**config.mk**
```make
export PLATFORM = sky130hd
export DESIGN_NAME = wb_sram_arbiter_flat
export DESIGN_NICKNAME = d
export VERILOG_FILES = /design/src/rtl/wb_sram_arbiter_if.sv /design/src/rtl/wb_sram_arbiter.sv /design/src/flat_wrapper.sv
export SDC_FILE = /design/constraint.sdc
export NUM_CORES = 1
export LEC_CHECK = 0
export CAP_MARGIN = 15
export CORE_AREA = 2 2 70 72
export CTS_CLUSTER_SIZE = 30
export DETAILED_ROUTE_END_ITERATION = 10
export DIE_AREA = 0 0 72 74
export GPL_TIMING_DRIVEN = 0
export PLACE_DENSITY_LB_ADDON = 0.05
export SYNTH_ARGS = -nofsm -noshare
export SYNTH_HDL_FRONTEND = slang
export SYNTH_SLANG_ARGS = --single-unit
```
**constraint.sdc**
```tcl
create_clock -name clk_i -period 1.9 [get_ports clk_i]
set_input_delay 0.38 -clock clk_i [delete_from_list [all_inputs] [get_ports clk_i]]
set_output_delay 0.38 -clock clk_i [all_outputs]
set_load 0.005 [all_outputs]
```
**src/rtl/wb_sram_arbiter_if.sv**
```systemverilog
// Wishbone bundle around wb_sram_arbiter: both master-side request/response paths
// plus the shared SRAM slave path.
// The slave modport is the arbiter's view, because the arbiter serves the masters.
// The master modport is the environment's view: the two masters plus the SRAM slave.
interface wb_sram_arbiter_if #(
  parameter int unsigned ADDR_WIDTH = 23
);
  logic                  wbm0_cyc_i, wbm0_stb_i, wbm0_we_i;
  logic [ADDR_WIDTH-1:0] wbm0_adr_i;
  logic [7:0]            wbm0_dat_i;
  logic                  wbm0_ack_o, wbm0_err_o, wbm0_rty_o;
  logic [7:0]            wbm0_dat_o;

  logic                  wbm1_cyc_i, wbm1_stb_i, wbm1_we_i;
  logic [ADDR_WIDTH-1:0] wbm1_adr_i;
  logic [7:0]            wbm1_dat_i;
  logic                  wbm1_ack_o, wbm1_err_o, wbm1_rty_o;
  logic [7:0]            wbm1_dat_o;

  logic                  wbs_cyc_o, wbs_stb_o, wbs_we_o;
  logic [ADDR_WIDTH-1:0] wbs_adr_o;
  logic [7:0]            wbs_dat_o;
  logic                  wbs_ack_i, wbs_err_i, wbs_rty_i;
  logic [7:0]            wbs_dat_i;

  modport slave (
    input  wbm0_cyc_i, wbm0_stb_i, wbm0_we_i, wbm0_adr_i, wbm0_dat_i,
    output wbm0_ack_o, wbm0_err_o, wbm0_rty_o, wbm0_dat_o,
    input  wbm1_cyc_i, wbm1_stb_i, wbm1_we_i, wbm1_adr_i, wbm1_dat_i,
    output wbm1_ack_o, wbm1_err_o, wbm1_rty_o, wbm1_dat_o,
    output wbs_cyc_o, wbs_stb_o, wbs_we_o, wbs_adr_o, wbs_dat_o,
    input  wbs_ack_i, wbs_err_i, wbs_rty_i, wbs_dat_i
  );

  modport master (
    output wbm0_cyc_i, wbm0_stb_i, wbm0_we_i, wbm0_adr_i, wbm0_dat_i,
    input  wbm0_ack_o, wbm0_err_o, wbm0_rty_o, wbm0_dat_o,
    output wbm1_cyc_i, wbm1_stb_i, wbm1_we_i, wbm1_adr_i, wbm1_dat_i,
    input  wbm1_ack_o, wbm1_err_o, wbm1_rty_o, wbm1_dat_o,
    input  wbs_cyc_o, wbs_stb_o, wbs_we_o, wbs_adr_o, wbs_dat_o,
    output wbs_ack_i, wbs_err_i, wbs_rty_i, wbs_dat_i
  );
endinterface

```
**src/rtl/wb_sram_arbiter.sv**
```systemverilog
// Round-robin Wishbone arbiter sharing one SPI SRAM slave between m0 (UART bridge)
// and m1 (levenshtein controller). Whole cyc-framed cycles are granted.
// Optional stalled-transfer watchdog: define WB_SRAM_ARB_WATCHDOG_EN.
module wb_sram_arbiter #(
  parameter int unsigned ADDR_WIDTH     = 23,
  parameter int unsigned TIMEOUT_CYCLES = 1023
) (
  input  logic             clk_i,
  input  logic             rst_i,
  wb_sram_arbiter_if.slave bus,
  output logic [1:0]       grant_o
);

  if (TIMEOUT_CYCLES < 2 || TIMEOUT_CYCLES > 65535) begin : g_bad_timeout
    $error("TIMEOUT_CYCLES must be within 2..65535");
  end

  typedef enum logic [1:0] {StIdle, StOwn0, StOwn1} state_e;

  state_e                state_q, state_d;
  logic                  last_q, last_d;   // 1: m1 was the most recent owner
  logic [1:0]            grant_q, grant_d;
  logic [ADDR_WIDTH-1:0] adr_mux;
  logic                  aborted;          // watchdog has cut the slave off
  logic                  wd_err;           // one-clock timeout error to the owner

  // Pick the next owner from the cyc requests and the round-robin pointer.
  always_comb begin
    state_d = state_q;
    case (state_q)
      StIdle: begin
        if (bus.wbm0_cyc_i && bus.wbm1_cyc_i) state_d = last_q ? StOwn0 : StOwn1;
        else if (bus.wbm0_cyc_i)              state_d = StOwn0;
        else if (bus.wbm1_cyc_i)              state_d = StOwn1;
      end
      StOwn0:  if (!bus.wbm0_cyc_i) state_d = bus.wbm1_cyc_i ? StOwn1 : StIdle;
      StOwn1:  if (!bus.wbm1_cyc_i) state_d = bus.wbm0_cyc_i ? StOwn0 : StIdle;
      default: state_d = StIdle;
    endcase
    last_d  = last_q;
    grant_d = 2'b00;
    if (state_d == StOwn0) begin
      last_d  = 1'b0;
      grant_d = 2'b01;
    end else if (state_d == StOwn1) begin
      last_d  = 1'b1;
      grant_d = 2'b10;
    end
  end

  // Arbiter state, round-robin pointer and registered grant.
  always_ff @(posedge clk_i) begin
    if (rst_i) begin
      state_q <= StIdle;
      last_q  <= 1'b1;
      grant_q <= 2'b00;
    end else begin
      state_q <= state_d;
      last_q  <= last_d;
      grant_q <= grant_d;
    end
  end

`ifdef WB_SRAM_ARB_WATCHDOG_EN
  localparam logic [15:0] TimeoutLast = 16'(TIMEOUT_CYCLES - 1);

  logic [15:0] wd_cnt_q, wd_cnt_d;
  logic        aborted_q, aborted_d;
  logic        wd_err_q, wd_err_d;
  logic        own_cyc, own_stb_vis, slave_resp, wd_hit;

  // Count clocks of an unanswered strobe; on expiry cut the slave off until cyc drops.
  always_comb begin
    own_cyc     = (state_q == StOwn1) ? bus.wbm1_cyc_i : bus.wbm0_cyc_i;
    own_stb_vis = (state_q != StIdle) && !aborted_q &&
                  ((state_q == StOwn1) ? bus.wbm1_stb_i : bus.wbm0_stb_i);
    slave_resp  = bus.wbs_ack_i || bus.wbs_err_i || bus.wbs_rty_i;
    wd_hit      = own_stb_vis && own_cyc && !slave_resp && (wd_cnt_q == TimeoutLast);
    wd_cnt_d    = wd_cnt_q;
    if (state_d != state_q || slave_resp) wd_cnt_d = 16'd0;
    else if (own_stb_vis)                 wd_cnt_d = wd_cnt_q + 16'd1;
    aborted_d = (aborted_q || wd_hit) && (state_d == state_q);
    wd_err_d  = wd_hit;
  end

  // Watchdog registers.
  always_ff @(posedge clk_i) begin
    if (rst_i) begin
      wd_cnt_q  <= 16'd0;
      aborted_q <= 1'b0;
      wd_err_q  <= 1'b0;
    end else begin
      wd_cnt_q  <= wd_cnt_d;
      aborted_q <= aborted_d;
      wd_err_q  <= wd_err_d;
    end
  end

  assign aborted = aborted_q;
  assign wd_err  = wd_err_q;
`else
  assign aborted = 1'b0;
  assign wd_err  = 1'b0;
`endif

  // Route the owner's request to the slave and the slave's response back to the owner.
  always_comb begin
    bus.wbs_cyc_o  = 1'b0;
    bus.wbs_stb_o  = 1'b0;
    bus.wbs_we_o   = 1'b0;
    adr_mux        = '0;
    bus.wbs_dat_o  = 8'h00;
    bus.wbm0_ack_o = 1'b0;
    bus.wbm0_err_o = 1'b0;
    bus.wbm0_rty_o = 1'b0;
    bus.wbm1_ack_o = 1'b0;
    bus.wbm1_err_o = 1'b0;
    bus.wbm1_rty_o = 1'b0;
    bus.wbm0_dat_o = bus.wbs_dat_i;
    bus.wbm1_dat_o = bus.wbs_dat_i;
    if (!rst_i) begin
      case (state_q)
        StOwn0: begin
          bus.wbs_cyc_o  = bus.wbm0_cyc_i && !aborted;
          bus.wbs_stb_o  = bus.wbm0_stb_i && !aborted;
          bus.wbs_we_o   = bus.wbm0_we_i;
          adr_mux        = bus.wbm0_adr_i;
          bus.wbs_dat_o  = bus.wbm0_dat_i;
          bus.wbm0_ack_o = bus.wbs_ack_i && !aborted;
          bus.wbm0_err_o = aborted ? wd_err : bus.wbs_err_i;
          bus.wbm0_rty_o = bus.wbs_rty_i && !aborted;
        end
        StOwn1: begin
          bus.wbs_cyc_o  = bus.wbm1_cyc_i && !aborted;
          bus.wbs_stb_o  = bus.wbm1_stb_i && !aborted;
          bus.wbs_we_o   = bus.wbm1_we_i;
          adr_mux        = bus.wbm1_adr_i;
          bus.wbs_dat_o  = bus.wbm1_dat_i;
          bus.wbm1_ack_o = bus.wbs_ack_i && !aborted;
          bus.wbm1_err_o = aborted ? wd_err : bus.wbs_err_i;
          bus.wbm1_rty_o = bus.wbs_rty_i && !aborted;
        end
        default: ;
      endcase
    end
  end

  assign bus.wbs_adr_o = adr_mux;
  assign grant_o       = grant_q;

endmodule

```
**src/flat_wrapper.sv**
```systemverilog
// flat-port wrapper written by rule: the top's interface ports become plain ports
module wb_sram_arbiter_flat 
#(
  parameter int unsigned ADDR_WIDTH     = 23,
  parameter int unsigned TIMEOUT_CYCLES = 1023
)
  (clk_i, rst_i, grant_o, bus_wbm0_cyc_i, bus_wbm0_stb_i, bus_wbm0_we_i, bus_wbm0_adr_i, bus_wbm0_dat_i, bus_wbm0_ack_o, bus_wbm0_err_o, bus_wbm0_rty_o, bus_wbm0_dat_o, bus_wbm1_cyc_i, bus_wbm1_stb_i, bus_wbm1_we_i, bus_wbm1_adr_i, bus_wbm1_dat_i, bus_wbm1_ack_o, bus_wbm1_err_o, bus_wbm1_rty_o, bus_wbm1_dat_o, bus_wbs_cyc_o, bus_wbs_stb_o, bus_wbs_we_o, bus_wbs_adr_o, bus_wbs_dat_o, bus_wbs_ack_i, bus_wbs_err_i, bus_wbs_rty_i, bus_wbs_dat_i);
  wb_sram_arbiter_if #(.ADDR_WIDTH(ADDR_WIDTH)) bus_i ();
  input  logic clk_i;
  input  logic rst_i;
  output logic [1:0] grant_o;
  input wire logic [$bits(bus_i.wbm0_cyc_i)-1:0] bus_wbm0_cyc_i;
  input wire logic [$bits(bus_i.wbm0_stb_i)-1:0] bus_wbm0_stb_i;
  input wire logic [$bits(bus_i.wbm0_we_i)-1:0] bus_wbm0_we_i;
  input wire logic [$bits(bus_i.wbm0_adr_i)-1:0] bus_wbm0_adr_i;
  input wire logic [$bits(bus_i.wbm0_dat_i)-1:0] bus_wbm0_dat_i;
  output wire logic [$bits(bus_i.wbm0_ack_o)-1:0] bus_wbm0_ack_o;
  output wire logic [$bits(bus_i.wbm0_err_o)-1:0] bus_wbm0_err_o;
  output wire logic [$bits(bus_i.wbm0_rty_o)-1:0] bus_wbm0_rty_o;
  output wire logic [$bits(bus_i.wbm0_dat_o)-1:0] bus_wbm0_dat_o;
  input wire logic [$bits(bus_i.wbm1_cyc_i)-1:0] bus_wbm1_cyc_i;
  input wire logic [$bits(bus_i.wbm1_stb_i)-1:0] bus_wbm1_stb_i;
  input wire logic [$bits(bus_i.wbm1_we_i)-1:0] bus_wbm1_we_i;
  input wire logic [$bits(bus_i.wbm1_adr_i)-1:0] bus_wbm1_adr_i;
  input wire logic [$bits(bus_i.wbm1_dat_i)-1:0] bus_wbm1_dat_i;
  output wire logic [$bits(bus_i.wbm1_ack_o)-1:0] bus_wbm1_ack_o;
  output wire logic [$bits(bus_i.wbm1_err_o)-1:0] bus_wbm1_err_o;
  output wire logic [$bits(bus_i.wbm1_rty_o)-1:0] bus_wbm1_rty_o;
  output wire logic [$bits(bus_i.wbm1_dat_o)-1:0] bus_wbm1_dat_o;
  output wire logic [$bits(bus_i.wbs_cyc_o)-1:0] bus_wbs_cyc_o;
  output wire logic [$bits(bus_i.wbs_stb_o)-1:0] bus_wbs_stb_o;
  output wire logic [$bits(bus_i.wbs_we_o)-1:0] bus_wbs_we_o;
  output wire logic [$bits(bus_i.wbs_adr_o)-1:0] bus_wbs_adr_o;
  output wire logic [$bits(bus_i.wbs_dat_o)-1:0] bus_wbs_dat_o;
  input wire logic [$bits(bus_i.wbs_ack_i)-1:0] bus_wbs_ack_i;
  input wire logic [$bits(bus_i.wbs_err_i)-1:0] bus_wbs_err_i;
  input wire logic [$bits(bus_i.wbs_rty_i)-1:0] bus_wbs_rty_i;
  input wire logic [$bits(bus_i.wbs_dat_i)-1:0] bus_wbs_dat_i;
  assign bus_i.wbm0_cyc_i = bus_wbm0_cyc_i;
  assign bus_i.wbm0_stb_i = bus_wbm0_stb_i;
  assign bus_i.wbm0_we_i = bus_wbm0_we_i;
  assign bus_i.wbm0_adr_i = bus_wbm0_adr_i;
  assign bus_i.wbm0_dat_i = bus_wbm0_dat_i;
  assign bus_wbm0_ack_o = bus_i.wbm0_ack_o;
  assign bus_wbm0_err_o = bus_i.wbm0_err_o;
  assign bus_wbm0_rty_o = bus_i.wbm0_rty_o;
  assign bus_wbm0_dat_o = bus_i.wbm0_dat_o;
  assign bus_i.wbm1_cyc_i = bus_wbm1_cyc_i;
  assign bus_i.wbm1_stb_i = bus_wbm1_stb_i;
  assign bus_i.wbm1_we_i = bus_wbm1_we_i;
  assign bus_i.wbm1_adr_i = bus_wbm1_adr_i;
  assign bus_i.wbm1_dat_i = bus_wbm1_dat_i;
  assign bus_wbm1_ack_o = bus_i.wbm1_ack_o;
  assign bus_wbm1_err_o = bus_i.wbm1_err_o;
  assign bus_wbm1_rty_o = bus_i.wbm1_rty_o;
  assign bus_wbm1_dat_o = bus_i.wbm1_dat_o;
  assign bus_wbs_cyc_o = bus_i.wbs_cyc_o;
  assign bus_wbs_stb_o = bus_i.wbs_stb_o;
  assign bus_wbs_we_o = bus_i.wbs_we_o;
  assign bus_wbs_adr_o = bus_i.wbs_adr_o;
  assign bus_wbs_dat_o = bus_i.wbs_dat_o;
  assign bus_i.wbs_ack_i = bus_wbs_ack_i;
  assign bus_i.wbs_err_i = bus_wbs_err_i;
  assign bus_i.wbs_rty_i = bus_wbs_rty_i;
  assign bus_i.wbs_dat_i = bus_wbs_dat_i;
  wb_sram_arbiter #(.ADDR_WIDTH(ADDR_WIDTH), .TIMEOUT_CYCLES(TIMEOUT_CYCLES)) u_core (.clk_i(clk_i), .rst_i(rst_i), .bus(bus_i), .grant_o(grant_o));
endmodule
```
==> flow_metrics.py, run 1 <==
metrics = {
    "placed_design": {
        "routabilityCongestion": 0.784,
        "port_buffers": 130,
        "dp_cells": 325,
        "dp_hpwl_mm": 3.74,
    },
    "synthesis": {
        "synth-edff-count": 0,
        "yosysTopAreaCellShare_pct": 25.3,
        "synth_common_cells": "a22oi_1 (33), nor2_1 (33), buf_4 (19)",
        "syn-num-nets": 229,
        "synth.area.top_cells": "a22oi_1 (25%), buf_4 (15%), nor2_1 (13%), dfxtp_1 (10%), ha_1 (8.9%)",
        "synth_top_area_cell": "a22oi_1",
        "yosysUniqueCellTypes": 27,
        "syn_inst": 141,
        "ys_dominant_reg_cell": "dfxtp_1",
        "synthArstFlopShare_pct": 0,
        "synth.ff_latch_count": 5,
        "yosys_warnings": 0,
        "ys_seq_area_share_pct": 10.2,
        "syn-cell-area_um2": 980,
        "syn_area_per_cell_um2": 6.95,
    },
    "final_layout": {
        "syn2layout_area_growth_pct": 184,
        "drive_above_1_share_pct": 51.7,
        "fin_cells": 348,
        "num-nets-final": 383,
        "finalCoreUtilization_pct": 60.5,
        "n_fill_cell": 403,
        "n_antenna_cell": 0,
    },
    "power": {
        "clockPowerShare_pct": 12.5,
        "leakage_nw": 1.13,
        "pwr-share-seq_pct": 9.9,
        "irDropWorstVdd_uv": 792,
        "power.share.switching_pct": 37.0,
        "powerDensity_mw_per_mm2": 559,
        "power_w": 0.00155,
        "p_comb_share_pct": 77.6,
        "intPower_w": 0.000979,
        "p_switching_w": 0.000575,
    },
    "timing": {
        "setup_ws_ps": -41.8,
        "slew_viol_final": 0,
        "rsz0062_at_grt": "true",
        "finalCritPeriodShare_pct": 102,
        "hold_violations": 0,
        "fin_worst_skew_ps": 1.95,
        "timing.fmax_ghz": 0.515,
        "min_period_ps": 1940,
        "setup_viol": 15,
        "relSlewSlack_pct": 80.7,
        "worst_slew_pin_slew_ps": 288,
    },
    "floorplanning": {
        "die_h_um": 74,
        "die-area_mm2": 0.00533,
        "placementRows": 25,
        "pin_count": 139,
        "core_mm2": 0.00460,
        "start_util_pct": 21.3,
        "die_x_um": 72,
    },
    "drt": {
        "drc": 0,
        "first_pass_iters": 4,
        "num_vias": 1611,
        "wl_mm": 5.27,
        "drt_iter0_drc": 25,
        "postRouteAntennaNets": 0,
        "vias_per_cell": 4.63,
        "wl_per_cell_um": 15.1,
    },
    "critical_path": {
        "cp.depth": 8,
        "r2r_cells": 10,
        "cp_slowest_cell": "dfxtp_4",
        "crit_family": "buffers and inverters",
        "setup.worst_path.end_class": "output port",
        "slowest_delay_ps": 370,
        "start_kind": "flip-flop",
        "cp.required_ps": 1520,
        "crit_arrival_ps": 1560,
        "rrSetupSlack_ps": -30,
        "path_class": "flip-flop to output port",
        "crit_chain": "inv_4, ha_4, nand2b_4, buf_6, buf_12, buf_8, nor2_1, buf_2",
        "worstPathMaxFanout": 5,
        "cp_num_buf_inv": 5,
    },
    "clock_network": {
        "numCtsBuffers": 3,
        "cts_tree": "done",
        "cts_num_sinks": 5,
        "htree_levels": 1,
        "clock_path_buffers": 2,
        "clkLatencyLatePin_ps": 220,
        "path_clk_slew_ps": 40,
        "cts_root_buf": "clkbuf_8",
    },
    "run": {
        "drv_cap": 0,
    },
    "global_routing": {
        "antenna_found_initial": 0,
        "grt_usage_pct": 17.6,
        "grt.overflow.total": 0,
        "grt_pass1_wl_mm": 7.53,
        "grt_max_degree": 11,
        "grt_pass1_vias": 1537,
    },
    "hold_path": {
        "min_path_cells": 2,
        "hold_path_class": "primary input to flip-flop",
    },
    "status": {
        "status": "finished with violations",
        "violations": "negative setup slack",
    },
}
## layout make-up
cell class                 instances  area (um^2)  area share (%)
timing repair buffer             151         1310            47.1
multi-input combinational        105          986            35.4
buffer                            26          250            9.00
sequential                         5          108            3.87
tap                               54         67.6            2.43
clock buffer                       4         45.0            1.62
inverter                           3         16.3           0.585
## stage by stage
stage | hold slack [ps] | setup WS, ps | cell area (um^2) | setup TNS [ps]
2_1_floorplan | 452 | 64.7 | 980 | 0
3_3_place_gp | 548 | -596 | 2350 | -20060
3_5_place_dp | 545 | -591 | 2350 | -19930
6_report | 509 | -41.8 | 2780 | -269
4_1_cts | 555 | -144 | 2660 | -1050
5_1_grt | 533 | -135 | 2780 | -1100
## cells by family after synthesis
| family | share of synthesized area [%] |
|---|---|
| simple gates | 24.3 |
| buf+inv | 20.7 |
| mux | 1.02 |
| flops | 10.2 |
| fa+ha+maj | 8.94 |
| compound gates | 34.9 |
## path summary, 6_finish.rpt
kind | startpoint | end
min | rst_i | u_core.state_q[0]
min reg2reg | u_core.last_q | u_core.last_q
max reg2reg | u_core.state_q[1] | u_core.last_q
max | u_core.state_q[0] | bus_wbs_dat_o[2]
## repair_timing
action                                  4_1_cts  5_1_grt
gates cloned                                  2        0
endpoints found under the setup margin       43       39
hold buffers                                  0        0
pin swaps                                    15       11
buffers inserted                             15        6
gates resized for setup                     161       90
## power groups by stage
stage               combinational, W  sequential, W  clock, W
floorplan                   0.000405       0.000146         0
global placement            0.000774       0.000151         0
detailed placement          0.000779       0.000151         0
CTS                          0.00105       0.000154  0.000200
global route                 0.00130       0.000156  0.000205
finish                       0.00121       0.000153  0.000195
## cells in the final DEF (no fill, tap or decap), types with 3 or more instances in the layout
cell type	netlist	routed
clkdlybuf4s50_1	0	88
buf_4	19	32
a22oi_2	0	25
clkbuf_2	0	20
buf_2	6	20
nor2_1	33	12
nor2_2	0	12
buf_6	1	9
nor2_4	0	9
a22oi_1	33	8
and2_1	7	7
nor2b_1	6	4
ha_4	0	4
buf_8	0	3
ha_1	7	3
clkbuf_8	0	3
dfxtp_1	5	3
## registers in the layout, summed over array words and instances (netlist names)
signal,flops
u_core.grant_o,2
u_core.last_q,1
u_core.state_q,2
## per-layer routing
layer	vias up	wire, um	GRT usage (%)
met5	-	0	0
met2	75	2810	33.2
met4	0	50	3.77
met1	738	2020	21.0
met3	6	387	3.12
li1	792	-	-
(Power assumes the default switching activity.)
==> run 2, diff against run 1 <==
--- a/config.mk
+++ b/config.mk
@@ -7,11 +7,13 @@
 export LEC_CHECK = 0
 export CAP_MARGIN = 15
 export CORE_AREA = 2 2 70 72
+export CTS_BUF_LIST = sky130_fd_sc_hd__clkbuf_8
 export CTS_CLUSTER_SIZE = 30
 export DETAILED_ROUTE_END_ITERATION = 10
 export DIE_AREA = 0 0 72 74
 export GPL_TIMING_DRIVEN = 0
 export PLACE_DENSITY_LB_ADDON = 0.05
+export REMOVE_ABC_BUFFERS = 1
 export SYNTH_ARGS = -nofsm -noshare
 export SYNTH_HDL_FRONTEND = slang
 export SYNTH_SLANG_ARGS = --single-unit
==> run 2 against run 1 <==
The flow still finishes with violations (negative setup slack). Routed wire length up 2.9%. Maximum frequency fell by 3.3%. Register-to-register slack got worse by 50 ps. Flip-flop and latch count did not move. Clock skew decreased by 1.2 ps. Sequential power hardly changed. Worst hold slack better by 51 ps. Setup slack worse by 66 ps. Utilization fell by 1.1 points. Critical path depth did not move. Final area fell by 1.8%.
==> flow_metrics.py, run 2 (synthesized netlist as in run 1, its figures left out) <==
metrics = {
    "drt": {
        "drc": 0,
        "drt_iter0_drc": 39,
        "num_vias": 1569,
        "first_pass_iters": 4,
        "postRouteAntennaNets": 0,
        "vias_per_cell": 4.93,
        "wl_mm": 5.42,
        "wl_per_cell_um": 17.0,
    },
    "final_layout": {
        "syn2layout_area_growth_pct": 179,
        "final_cell_mix": "clkdlybuf4s50_1 (72), a22oi_2 (29), buf_2 (22)",
        "register_area_um2": 108,
        "final_common_cell": "clkdlybuf4s50_1",
        "n_fill_cell": 394,
        "multi_input_comb_area_mm2": 0.00104,
        "num-nets-final": 353,
        "fin_cells": 318,
        "drive_above_1_share_pct": 54.2,
        "n_antenna_cell": 0,
    },
    "critical_path": {
        "slowest_delay_ps": 370,
        "crit_path_start": "u_core.state_q[1]",
        "cp_slowest_cell": "dfxtp_4",
        "crit_arrival_ps": 1630,
        "worstPathMaxFanout": 7,
        "r2r_start": "u_core.state_q[1]",
        "start_kind": "flip-flop",
        "path_class": "flip-flop to output port",
        "cp.required_ps": 1520,
        "crit_chain": "inv_4, buf_6, ha_4, nand2b_4, clkbuf_16, buf_12, nor2_4, buf_2",
        "setup.worst_path.end_class": "output port",
    },
    "placed_design": {
        "dp_hpwl_mm": 3.54,
        "dp_slack_ps": -869,
        "dp_cells": 284,
        "port_buffers": 114,
        "routabilityCongestion": 0.705,
    },
    "power": {
        "intPower_w": 0.00102,
        "clockPowerShare_pct": 11.6,
        "power.share.switching_pct": 37.2,
        "leakage_nw": 1.08,
        "p_comb_share_pct": 79.0,
        "powerDensity_mw_per_mm2": 594,
        "irDropWorstVdd_uv": 644,
        "pwr-share-seq_pct": 9.5,
        "p_switching_w": 0.000603,
    },
    "timing": {
        "setup_ws_ps": -108,
        "finalCritPeriodShare_pct": 106,
        "timing.fmax_ghz": 0.498,
        "min_period_ps": 2010,
        "hold_violations": 0,
        "worst_slew_pin_slew_ps": 288,
        "relSlewSlack_pct": 80.8,
        "rsz0062_at_grt": "true",
        "fin_worst_skew_ps": 0.768,
        "tns_ps": -1100,
        "setup_viol": 22,
        "slew_viol_final": 0,
    },
    "floorplanning": {
        "start_util_pct": 21.3,
        "core_mm2": 0.00460,
        "die-area_mm2": 0.00533,
        "pin_count": 139,
        "die_h_um": 74,
        "die_x_um": 72,
        "placementRows": 25,
    },
    "global_routing": {
        "antenna_found_initial": 0,
        "grt_usage_pct": 16.8,
        "grt_max_degree": 22,
        "grt.overflow.total": 0,
        "grt_pass1_wl_mm": 7.22,
        "grt_pass1_vias": 1372,
    },
    "clock_network": {
        "clock_path_buffers": 2,
        "cts_num_sinks": 5,
        "htree_levels": 1,
        "cts_tree": "done",
        "numCtsBuffers": 3,
        "cts_root_buf": "clkbuf_8",
        "clkLatencyLatePin_ps": 220,
        "path_clk_slew_ps": 40,
    },
    "status": {
        "status": "finished with violations",
        "violations": "negative setup slack",
    },
    "run": {
        "drv_cap": 0,
    },
    "hold_path": {
        "hold_path_class": "flip-flop to flip-flop",
        "hold_start": "u_core.last_q",
    },
}
## run 2: changes by cell type in the layout (fill, tap and decap cells not counted), moves of 3 or more
cell | previous run | this run
nor2_4 | 9 | 16
a22oi_2 | 25 | 29
clkbuf_16 | 1 | 4
clkdlybuf4s50_1 | 88 | 72
nor2_2 | 12 | 5
buf_12 | 1 | 5
clkbuf_2 | 20 | 13
a22oi_1 | 8 | 4
buf_4 | 32 | 12
## run 2: repair_timing
action,4_1_cts,5_1_grt
hold buffers,0,0
gates cloned,3,5
endpoints found under the setup margin,43,42
pin swaps,4,22
resized for setup,132,118
buffers inserted,14,11
## run 2: final cells by class
| class | instances | area share (%) |
|---|---|---|
| flip-flops and latches | 5 | 3.94 |
| clock buffers | 3 | 1.51 |
| clock inverters | 1 | 0.137 |
| multi-input cells | 105 | 38.0 |
| repair buffers | 147 | 53.3 |
| well taps | 54 | 2.47 |
| inverters | 3 | 0.596 |
## run 2: final timing paths
check,to,slack [ps],cells past startpoint
max,bus_wbs_adr_o[4],-110,8
min,u_core.last_q,560,2
min reg2reg,u_core.last_q,560,2
max reg2reg,u_core.last_q,-80,10
## run 2: per-layer routing
layer	vias up	GRT usage, %	wire, um
li1	739	-	-
met1	737	20.4	2100
met2	91	30.2	2780
met3	2	5.28	514
met4	0	2.10	33
met5	-	0	0
## run 2: power by group through the flow
| stage | clock [W] | sequential, W | combinational [W] |
|---|---|---|---|
| finish | 0.000187 | 0.000153 | 0.00128 |
| global route | 0.000203 | 0.000156 | 0.00136 |
| CTS | 0.000191 | 0.000153 | 0.00103 |
| detailed placement | 0 | 0.000149 | 0.000731 |
| global placement | 0 | 0.000149 | 0.000661 |
| floorplan | 0 | 0.000146 | 0.000334 |
## run 2: worst max-delay path, delay by kind of cell, from the launching register on
kind	cells	cell delay, ps
fa+ha+maj	1	260
buf+inv	5	590
flops	1	370
simple gates	2	200
## run 2: per-stage QoR
| stage | cell area, um^2 | util [%] | hold WS (ps) | power (W) |
|---|---|---|---|---|
| 6_report | 2730 | 59.4 | 560 | 0.00162 |
| 5_1_grt | 2730 | 59.4 | 572 | 0.00171 |
| 4_1_cts | 2500 | 54.4 | 562 | 0.00137 |
| 3_5_place_dp | 2070 | 45.0 | 550 | 0.000880 |
| 3_3_place_gp | 2000 | 43.4 | 531 | 0.000809 |
| 2_1_floorplan | 788 | - | 452 | 0.000479 |
==> run 3, diff against run 2 <==
--- a/config.mk
+++ b/config.mk
@@ -6,12 +6,15 @@
 export NUM_CORES = 1
 export LEC_CHECK = 0
 export CAP_MARGIN = 15
-export CORE_AREA = 2 2 70 72
+export CELL_PAD_IN_SITES_DETAIL_PLACEMENT = 1
+export CELL_PAD_IN_SITES_GLOBAL_PLACEMENT = 1
+export CORE_AREA = 2 2 90 92
 export CTS_BUF_LIST = sky130_fd_sc_hd__clkbuf_8
 export CTS_CLUSTER_SIZE = 30
 export DETAILED_ROUTE_END_ITERATION = 10
-export DIE_AREA = 0 0 72 74
+export DIE_AREA = 0 0 92 94
 export GPL_TIMING_DRIVEN = 0
+export MAX_ROUTING_LAYER = met4
 export PLACE_DENSITY_LB_ADDON = 0.05
 export REMOVE_ABC_BUFFERS = 1
 export SYNTH_ARGS = -nofsm -noshare
==> run 3 against run 2 <==
The run still ends with negative setup slack left. Largest power group unchanged. Highest routed layer unchanged. Critical endpoint is now u_core.last_q. Register-to-register slack better by 60 ps. Utilization is 22 points lower. Via count rose by 6.1%. Maximum frequency rose by 4.6%. Flip-flop and latch count unchanged. Routed wire length rose by 34%. Combinational power grew 10%. Worst hold slack improved by 0.55 ps. Final cell count is 21% higher. Power is 7.7% higher. Setup slack improved by 88 ps. Critical path type is now flip-flop to flip-flop. First-iteration DRC count shrank 13%.
==> flow_metrics.py, run 3 (synthesized netlist as in run 1, its figures left out) <==
metrics = {
    "power": {
        "p_comb_share_pct": 80.5,
        "irDropWorstVdd_uv": 485,
        "power_w": 0.00175,
        "pwr-share-seq_pct": 8.7,
        "power.share.switching_pct": 38.4,
        "powerDensity_mw_per_mm2": 615,
        "intPower_w": 0.00108,
        "leakage_nw": 1.14,
        "p_switching_w": 0.000671,
        "clockPowerShare_pct": 10.8,
    },
    "timing": {
        "worst_slew_pin_slew_ps": 366,
        "hold_violations": 0,
        "fin_worst_skew_ps": 2.06,
        "setup_viol": 2,
        "setup_ws_ps": -20.0,
        "finalCritPeriodShare_pct": 101,
        "tns_ps": -25.1,
        "rsz0062_at_grt": "true",
        "min_period_ps": 1920,
        "slew_viol_final": 0,
        "relSlewSlack_pct": 75.6,
        "timing.fmax_ghz": 0.521,
    },
    "drt": {
        "wl_mm": 7.27,
        "drt_iter0_drc": 34,
        "num_vias": 1665,
        "postRouteAntennaNets": 0,
        "first_pass_iters": 4,
        "wl_per_cell_um": 18.9,
        "vias_per_cell": 4.32,
        "drc": 0,
    },
    "final_layout": {
        "num-nets-final": 372,
        "syn2layout_area_growth_pct": 190,
        "n_antenna_cell": 0,
        "final_cell_mix": "clkdlybuf4s50_1 (72), a22oi_2 (26), buf_4 (24)",
        "finalCoreUtilization_pct": 37.3,
        "final_cell_area_mm2": 0.00284,
        "drive_above_1_share_pct": 54.8,
        "n_fill_cell": 889,
        "final_common_cell": "clkdlybuf4s50_1",
    },
    "run": {
        "drv_cap": 0,
    },
    "clock_network": {
        "cts_hold_buf": 0,
        "htree_levels": 1,
        "cts_num_sinks": 5,
        "numCtsBuffers": 3,
        "cts_root_buf": "clkbuf_8",
        "clkLatencyLatePin_ps": 220,
        "path_clk_slew_ps": 30,
        "cts_tree": "done",
        "clock_path_buffers": 2,
    },
    "floorplanning": {
        "pin_count": 139,
        "die-area_mm2": 0.00865,
        "core_mm2": 0.00761,
        "placementRows": 32,
        "die_h_um": 94,
        "die_x_um": 92,
        "start_util_pct": 12.9,
    },
    "hold_path": {
        "holdPathEnd": "u_core.last_q",
        "min_path_cells": 2,
        "hold_path_class": "flip-flop to flip-flop",
        "hold_start": "u_core.last_q",
    },
    "status": {
        "violations": "negative setup slack",
        "status": "finished with violations",
    },
    "placed_design": {
        "dp_hpwl_mm": 4.04,
        "routabilityCongestion": 0.656,
        "port_buffers": 114,
        "post_dp_cell_area_mm2": 0.00206,
    },
    "critical_path": {
        "rrSetupSlack_ps": -20,
        "r2r_start": "u_core.state_q[1]",
        "worstPathMaxFanout": 6,
        "start_kind": "flip-flop",
        "crit_arrival_ps": 2030,
        "crit_path_start": "u_core.state_q[1]",
        "cp.required_ps": 2010,
        "setup.worst_path.end_class": "flip-flop",
        "path_class": "flip-flop to flip-flop",
        "r2r-end": "u_core.last_q",
        "r2r_cells": 9,
    },
    "global_routing": {
        "grt_max_degree": 17,
        "grt_usage_pct": 15.8,
        "grt_pass1_wl_mm": 10.3,
        "grt.overflow.total": 0,
        "grt_pass1_vias": 1659,
        "antenna_found_initial": 0,
    },
}
==> run 3: cell types whose count changed in the layout (fill, tap and decap cells not counted), sizes merged <==
cell          before  now
dlygate4sd2        1    4
dlymetal6s2s       1    0
clkbuf            20   13
buf               53   74
nand2b             2    6
bufbuf             1    0
==> run 3: routing by layer <==
metal	global-route usage (%)	vias up	share of wire [%]
met5	-	-	0
met4	1.12	0	0.26
met3	5.86	6	9.0
met2	26.8	95	51
met1	18.8	787	40
li1	-	777	-
==> run 3: final cells by class <==
cell class                 count  area (um^2)  share of cell area, %
tap                          102          128                   4.50
clock inverter                 1         3.75                  0.132
timing repair buffer         162         1520                   53.4
sequential                     5          108                   3.79
clock buffer                   3         41.3                   1.45
inverter                       3         16.3                  0.573
multi-input combinational    109         1030                   36.1
==> run 3: through the flow <==
stage          setup slack, ps  instances  hold slack (ps)
6_report                 -20.0        385              560
5_1_grt                   -143        385              619
4_1_cts                  -56.4        377              566
3_5_place_dp              -893        329              558
3_3_place_gp             -1390        329              559
2_1_floorplan             -338        113              452
==> run 3: worst max-delay path by stage <==
stage,endpoint,slack [ps],cells past startpoint
2_1_floorplan,u_core.last_q,-340,7
3_3_place_gp,bus_wbs_dat_o[3],-1390,4
3_5_place_dp,bus_wbs_dat_o[3],-890,4
4_1_cts,bus_wbs_dat_o[0],-60,8
5_1_grt,u_core.last_q,-140,9
6_report,u_core.last_q,-20,9
==> run 3: timing repair <==
| action | 4_1_cts | 5_1_grt |
|---|---|---|
| resized for setup | 181 | 76 |
| endpoints found under the hold margin | 0 | 0 |
| setup endpoints to repair | 44 | 35 |
| pin swaps | 19 | 19 |
| gates cloned | 4 | 1 |
| buffers inserted | 40 | 9 |
==> run 3: power by group through the flow <==
stage          Combinational (W)  Sequential, W  Clock [W]
5_1_grt                  0.00151       0.000156   0.000205
3_3_place_gp            0.000706       0.000151          0
6_report                 0.00141       0.000152   0.000189
3_5_place_dp            0.000701       0.000151          0
4_1_cts                  0.00120       0.000151   0.000197
2_1_floorplan           0.000334       0.000146          0
==> run 3: critical path, cell delays in order, from the launching register on <==
cell      delay (ps)
dfxtp_4          350
buf_6            120
ha_4             180
buf_6            120
a22o_1           200
a32oi_2          230
a21o_1           160
ha_1             230
mux2i_1          150
nand2b_1          70
